### config.mk
export PLATFORM = sky130hd
export DESIGN_NAME = cache_control_flat
export DESIGN_NICKNAME = d
export VERILOG_FILES = /design/src/rtl/cache_control_if.sv /design/src/rtl/cache_control.sv /design/src/flat_wrapper.sv
export SDC_FILE = /design/constraint.sdc
export NUM_CORES = 1
export LEC_CHECK = 0
export CAP_MARGIN = 20
export CELL_PAD_IN_SITES_DETAIL_PLACEMENT = 1
export CELL_PAD_IN_SITES_GLOBAL_PLACEMENT = 1
export CORE_AREA = 2 2 39 41
export DETAILED_ROUTE_END_ITERATION = 10
export DIE_AREA = 0 0 41 43
export PLACE_DENSITY = 0.76
export SYNTH_ARGS = -nofsm -noshare
export SYNTH_HDL_FRONTEND = slang
export SYNTH_SLANG_ARGS = --single-unit
### constraint.sdc
create_clock -name clk -period 3.9 [get_ports clk]
set_input_delay 0.78 -clock clk [delete_from_list [all_inputs] [get_ports clk]]
set_output_delay 0.78 -clock clk [all_outputs]
set_load 0.02 [all_outputs]
### src/rtl/cache_control_if.sv
// cache_control_if: groups the CPU request, datapath status/control and
// physical-memory handshake signals of the cache controller.
// The slave modport is the controller's view; master is the environment's view.
interface cache_control_if;
    // CPU side
    logic mem_read;
    logic mem_write;
    logic mem_resp;
    // Datapath status
    logic hit;
    logic valid;
    logic dirty;
    // Physical memory handshake
    logic pmem_read;
    logic pmem_write;
    logic pmem_resp;
    // Datapath control
    logic way_sel_method;
    logic load_line_data;
    logic load_valid;
    logic load_wdata_reg;
    logic load_dirty;
    logic load_LRU;
    logic line_datain_sel;
    logic valid_in;
    logic dirty_in;
    logic address_sel;

    modport slave (
        input  mem_read, mem_write, hit, valid, dirty, pmem_resp,
        output mem_resp, pmem_read, pmem_write, way_sel_method,
               load_line_data, load_valid, load_wdata_reg, load_dirty,
               load_LRU, line_datain_sel, valid_in, dirty_in, address_sel
    );

    modport master (
        output mem_read, mem_write, hit, valid, dirty, pmem_resp,
        input  mem_resp, pmem_read, pmem_write, way_sel_method,
               load_line_data, load_valid, load_wdata_reg, load_dirty,
               load_LRU, line_datain_sel, valid_in, dirty_in, address_sel
    );
endinterface

### src/rtl/cache_control.sv
// cache_control: write-back cache controller FSM (IDLE / WRITEBACK / ALLOCATE).
// Hits complete in IDLE with no added latency; misses optionally write back
// the dirty LRU line, then allocate, then retry in IDLE where they hit.
// Optional feature macro: CACHE_PERF_EN adds saturating 32-bit hit, miss and
// write-back counters.
module cache_control (
    input  logic                 clk,
    input  logic                 rst,
    cache_control_if.slave       bus
`ifdef CACHE_PERF_EN
    ,
    output logic [31:0]          hit_count,
    output logic [31:0]          miss_count,
    output logic [31:0]          wb_count
`endif
);

    typedef enum logic [1:0] {
        IDLE      = 2'd0,
        WRITEBACK = 2'd1,
        ALLOCATE  = 2'd2
    } state_t;

    state_t state_q;
    state_t state_d;

    logic req_s;
    logic real_hit_s;

    assign req_s      = bus.mem_read | bus.mem_write;
    assign real_hit_s = bus.hit & bus.valid;

    // Next-state and output decode; everything forced low while in reset.
    always_comb begin
        state_d             = state_q;
        bus.mem_resp        = 1'b0;
        bus.pmem_read       = 1'b0;
        bus.pmem_write      = 1'b0;
        bus.way_sel_method  = 1'b0;
        bus.load_line_data  = 1'b0;
        bus.load_valid      = 1'b0;
        bus.load_wdata_reg  = 1'b0;
        bus.load_dirty      = 1'b0;
        bus.load_LRU        = 1'b0;
        bus.line_datain_sel = 1'b0;
        bus.valid_in        = 1'b0;
        bus.dirty_in        = 1'b0;
        bus.address_sel     = 1'b0;
        if (rst) begin
            state_d = IDLE;
        end else begin
            case (state_q)
                IDLE: begin
                    if (req_s) begin
                        if (real_hit_s) begin
                            bus.mem_resp = 1'b1;
                            bus.load_LRU = 1'b1;
                            // A simultaneous read and write is serviced as a write.
                            if (bus.mem_write) begin
                                bus.load_line_data  = 1'b1;
                                bus.line_datain_sel = 1'b1;
                                bus.load_dirty      = 1'b1;
                                bus.dirty_in        = 1'b1;
                            end else begin
                                bus.load_line_data  = 1'b0;
                            end
                            state_d = IDLE;
                        end else begin
                            bus.way_sel_method = 1'b1;
                            if (bus.dirty) begin
                                bus.load_wdata_reg = 1'b1;
                                state_d            = WRITEBACK;
                            end else begin
                                state_d            = ALLOCATE;
                            end
                        end
                    end else begin
                        state_d = IDLE;
                    end
                end
                WRITEBACK: begin
                    bus.way_sel_method = 1'b1;
                    bus.address_sel    = 1'b1;
                    bus.pmem_write     = 1'b1;
                    if (bus.pmem_resp) begin
                        state_d = ALLOCATE;
                    end else begin
                        state_d = WRITEBACK;
                    end
                end
                ALLOCATE: begin
                    bus.way_sel_method = 1'b1;
                    bus.pmem_read      = 1'b1;
                    // The fill completes even if the CPU dropped its request.
                    if (bus.pmem_resp) begin
                        bus.load_line_data = 1'b1;
                        bus.load_valid     = 1'b1;
                        bus.valid_in       = 1'b1;
                        bus.load_dirty     = 1'b1;
                        state_d            = IDLE;
                    end else begin
                        state_d            = ALLOCATE;
                    end
                end
                default: begin
                    state_d = IDLE;
                end
            endcase
        end
    end

    // State register with synchronous reset.
    always_ff @(posedge clk) begin
        if (rst) begin
            state_q <= IDLE;
        end else begin
            state_q <= state_d;
        end
    end

`ifdef CACHE_PERF_EN
    // Increment that holds at all-ones instead of wrapping.
    function automatic logic [31:0] sat_inc(input logic [31:0] v);
        return (v == 32'hFFFF_FFFF) ? v : (v + 32'd1);
    endfunction

    logic [31:0] hit_count_q,  hit_count_d;
    logic [31:0] miss_count_q, miss_count_d;
    logic [31:0] wb_count_q,   wb_count_d;
    logic        miss_pending_q, miss_pending_d;
    logic        miss_event_s;
    logic        wb_done_s;

    assign miss_event_s = (state_q == IDLE) && (state_d != IDLE);
    assign wb_done_s    = (state_q == WRITEBACK) && bus.pmem_resp && !rst;

    // Counter updates; a response only counts as a hit if its request never missed.
    always_comb begin
        hit_count_d    = hit_count_q;
        miss_count_d   = miss_count_q;
        wb_count_d     = wb_count_q;
        miss_pending_d = miss_pending_q;
        if (miss_event_s) begin
            miss_count_d   = sat_inc(miss_count_q);
            miss_pending_d = 1'b1;
        end else begin
            miss_count_d   = miss_count_q;
        end
        if (wb_done_s) begin
            wb_count_d = sat_inc(wb_count_q);
        end else begin
            wb_count_d = wb_count_q;
        end
        if (bus.mem_resp) begin
            if (!miss_pending_q) begin
                hit_count_d = sat_inc(hit_count_q);
            end else begin
                hit_count_d = hit_count_q;
            end
            miss_pending_d = 1'b0;
        end else begin
            hit_count_d = hit_count_q;
        end
    end

    // Counter registers with synchronous reset.
    always_ff @(posedge clk) begin
        if (rst) begin
            hit_count_q    <= 32'd0;
            miss_count_q   <= 32'd0;
            wb_count_q     <= 32'd0;
            miss_pending_q <= 1'b0;
        end else begin
            hit_count_q    <= hit_count_d;
            miss_count_q   <= miss_count_d;
            wb_count_q     <= wb_count_d;
            miss_pending_q <= miss_pending_d;
        end
    end

    assign hit_count  = hit_count_q;
    assign miss_count = miss_count_q;
    assign wb_count   = wb_count_q;
`endif

endmodule

### src/flat_wrapper.sv
// flat-port wrapper written by rule: the top's interface ports become plain ports
module cache_control_flat 
  (clk, rst, bus_mem_read, bus_mem_write, bus_hit, bus_valid, bus_dirty, bus_pmem_resp, bus_mem_resp, bus_pmem_read, bus_pmem_write, bus_way_sel_method, bus_load_line_data, bus_load_valid, bus_load_wdata_reg, bus_load_dirty, bus_load_LRU, bus_line_datain_sel, bus_valid_in, bus_dirty_in, bus_address_sel);
  cache_control_if bus_i ();
  input  logic clk;
  input  logic rst;
  input wire logic [$bits(bus_i.mem_read)-1:0] bus_mem_read;
  input wire logic [$bits(bus_i.mem_write)-1:0] bus_mem_write;
  input wire logic [$bits(bus_i.hit)-1:0] bus_hit;
  input wire logic [$bits(bus_i.valid)-1:0] bus_valid;
  input wire logic [$bits(bus_i.dirty)-1:0] bus_dirty;
  input wire logic [$bits(bus_i.pmem_resp)-1:0] bus_pmem_resp;
  output wire logic [$bits(bus_i.mem_resp)-1:0] bus_mem_resp;
  output wire logic [$bits(bus_i.pmem_read)-1:0] bus_pmem_read;
  output wire logic [$bits(bus_i.pmem_write)-1:0] bus_pmem_write;
  output wire logic [$bits(bus_i.way_sel_method)-1:0] bus_way_sel_method;
  output wire logic [$bits(bus_i.load_line_data)-1:0] bus_load_line_data;
  output wire logic [$bits(bus_i.load_valid)-1:0] bus_load_valid;
  output wire logic [$bits(bus_i.load_wdata_reg)-1:0] bus_load_wdata_reg;
  output wire logic [$bits(bus_i.load_dirty)-1:0] bus_load_dirty;
  output wire logic [$bits(bus_i.load_LRU)-1:0] bus_load_LRU;
  output wire logic [$bits(bus_i.line_datain_sel)-1:0] bus_line_datain_sel;
  output wire logic [$bits(bus_i.valid_in)-1:0] bus_valid_in;
  output wire logic [$bits(bus_i.dirty_in)-1:0] bus_dirty_in;
  output wire logic [$bits(bus_i.address_sel)-1:0] bus_address_sel;
  assign bus_i.mem_read = bus_mem_read;
  assign bus_i.mem_write = bus_mem_write;
  assign bus_i.hit = bus_hit;
  assign bus_i.valid = bus_valid;
  assign bus_i.dirty = bus_dirty;
  assign bus_i.pmem_resp = bus_pmem_resp;
  assign bus_mem_resp = bus_i.mem_resp;
  assign bus_pmem_read = bus_i.pmem_read;
  assign bus_pmem_write = bus_i.pmem_write;
  assign bus_way_sel_method = bus_i.way_sel_method;
  assign bus_load_line_data = bus_i.load_line_data;
  assign bus_load_valid = bus_i.load_valid;
  assign bus_load_wdata_reg = bus_i.load_wdata_reg;
  assign bus_load_dirty = bus_i.load_dirty;
  assign bus_load_LRU = bus_i.load_LRU;
  assign bus_line_datain_sel = bus_i.line_datain_sel;
  assign bus_valid_in = bus_i.valid_in;
  assign bus_dirty_in = bus_i.dirty_in;
  assign bus_address_sel = bus_i.address_sel;
  cache_control u_core (.clk(clk), .rst(rst), .bus(bus_i));
endmodule
==> results.sh <==
export IMPL_status="finished clean"
export IMPL_layout_common_cells="20 x clkdlybuf4s50_1, 4 x nor2_1, 4 x ha_1"
export IMPL_io_pins=21
export IMPL_min_period_over_period_pct=82.54
export IMPL_drive_above_1_share_pct=15.09
export IMPL_tns_ns=0
export IMPL_via_count=296
export IMPL_clk_path_buf_depth=2
export IMPL_firstDrtPassIters=2
export IMPL_clock_skew_ns=0.001770
export IMPL_synthCells=35
export IMPL_rsz0062_at_grt="no"
export IMPL_die_width_um=41
export IMPL_drt_initial_drc_count=2
export IMPL_wire_per_inst_um=9.551
export IMPL_antenna_found_initial=0
export IMPL_netlist_area_leader_share_pct=17.78
export IMPL_worstSetupEndpointType="primary output"
export IMPL_top_register="u_core.state_q"
export IMPL_drt_antenna_violating_nets=0
export IMPL_ir_drop_uv=83.01
export IMPL_numClockSinks=2
export IMPL_die_area_sq_um=1763
export IMPL_yosys_register_bits=2
export IMPL_stdcell_area_sq_um=486.7
export IMPL_n_antenna_cell=0
export IMPL_cts_hold_buf=0
export IMPL_synth_area_sq_um=281.5
export IMPL_drv_cap=0
export IMPL_grt_pass1_vias=262
export IMPL_layout_commonest_cell="clkdlybuf4s50_1"
export IMPL_ys_warn_count=0
export IMPL_reg_top3="u_core.state_q: 2 flops"
export IMPL_numCtsBuffers=3
export IMPL_worst_setup_path_start_kind="input pin"
export IMPL_power_density_nw_per_um2=255.7
export IMPL_setup_violations=0
export IMPL_reg2reg_depth=4
export IMPL_start_util_pct=20.34
export IMPL_fp_dieH_um=43
export IMPL_max_clock_freq_mhz=310.6
export IMPL_nets=67
export IMPL_place_area_sq_um=464.2
export IMPL_core_area_sq_um=1384
export IMPL_crit_required_ns=3.12
export IMPL_leakage_uw=0.0001937
export IMPL_grt_usage_pct=8.317
export IMPL_clock_latency_ns=0.22
export IMPL_grt_overflow_total=0
export IMPL_grt_pass1_wl_um=1041
export IMPL_cts_root_buf="clkbuf_4"
export IMPL_yosys_area_top_type="ha_1"
export IMPL_hold_viol=0
export IMPL_worstMarginPinSlew_ns=0.3719
export IMPL_cts_tree="yes"
export IMPL_rows=14
export IMPL_synth_cell_types=21
export IMPL_drc=0
export IMPL_clk_pin_slew_worst_paths_ns=0.03
export IMPL_htree_levels=1
export IMPL_largest_register_ffs=2
export IMPL_cts_setup_buffers=0
export IMPL_synth_area_top_cells="ha_1 18%, dfxtp_1 14%, buf_4 13%"
export IMPL_worstPathArrival_ns=2.44
export IMPL_slew_headroom_pct=74.86
export IMPL_period_needed_ns=3.219
export IMPL_area_growth_pct=72.89
export IMPL_hold_depth=3
export IMPL_ys_seq_area_share_pct=14.22
export IMPL_crit_type="input pin to primary output"
export IMPL_io_buffer_count=20
export IMPL_syn_num_nets=47
export IMPL_post_drt_via_cell_ratio=4.290
export IMPL_place_gp_congestion=0.6733
export IMPL_synth_area_per_cell_sq_um=8.043
export IMPL_drv_slew=0
export IMPL_finalWirelength_um=659
export IMPL_cts_repair_resized=0
export IMPL_grt_max_degree=8
export IMPL_dp_hpwl_um=604.7
export IMPL_hp_class="register to register"
export IMPL_cp_max_fo=4
==> cells by family after synthesis <==
kind of cell	synth area share [%]
buffers and inverters	17.33
AOI/OAI and AO/OA	12.00
adders and majority gates	17.78
and+or+nand+nor	35.11
muxes	3.556
DFF	14.22
==> path summary, 6_finish.rpt <==
path	start	slack [ns]	to
max reg2reg	u_core.state_q[0]	2.77	u_core.state_q[0]
max	bus_hit	0.68	bus_mem_resp
min reg2reg	u_core.state_q[1]	0.75	u_core.state_q[0]
min	u_core.state_q[1]	0.75	u_core.state_q[0]
==> layout make-up <==
class                      count  area [sq um]
fill                         169         897.1
timing repair buffer          20         200.2
multi-input combinational     25         192.7
sequential                     2         40.04
clock buffer                   3         22.52
tap                           16         20.02
inverter                       3         11.26
==> cell usage after synthesis <==
cell,count
nand2b_4,1
inv_1,3
nand2_1,2
ha_1,4
nor3_1,1
nor4b_1,1
and2b_2,1
nand3_1,1
nor2_1,4
a31oi_1,1
o22ai_1,1
dfxtp_1,2
nand3b_1,1
o32ai_2,1
buf_4,5
mux2i_1,1
and2_1,1
nand4_1,1
or2_2,1
a21oi_1,1
or2_4,1
==> worst max-delay path: stages <==
cell             delay [ns]
clkdlybuf4s50_1        0.48
nand2_1                0.11
nor4b_1                0.39
clkdlybuf4s50_1        0.68
==> where the power goes <==
part / leakage (uW) / switching (uW) / internal (uW) / total, uW
registers: 0.0000165 / 1.56 / 22.7 / 24.3
clock network: 0.0000138 / 9.50 / 33.8 / 43.3
logic: 0.000163 / 27.5 / 29.4 / 56.9
total: 0.000194 / 38.6 / 85.9 / 124
==> layer usage <==
| metal | GRT usage, % | share of wire, % | up-vias |
|---|---|---|---|
| met3 | 1.571 | 6.4 | 0 |
| met4 | 2.000 | 0 | 0 |
| met5 | 0 | 0 | - |
| met2 | 14.06 | 51 | 10 |
| li1 | - | - | 150 |
| met1 | 10.22 | 43 | 136 |
==> stage by stage <==
stage	total power [uW]	util [%]	hold WS, ns	cells	setup slack, ns
floorplan	58.29	-	0.7036	35	1.127
global placement	81.69	33.54	0.7450	66	0.7410
detailed placement	82.46	33.54	0.7637	66	0.6587
CTS	127.6	35.17	0.7647	69	0.6580
global route	135.9	35.17	0.7884	69	0.5301
finish	124.5	35.17	0.7548	69	0.6809
(Power assumes the default switching activity.)
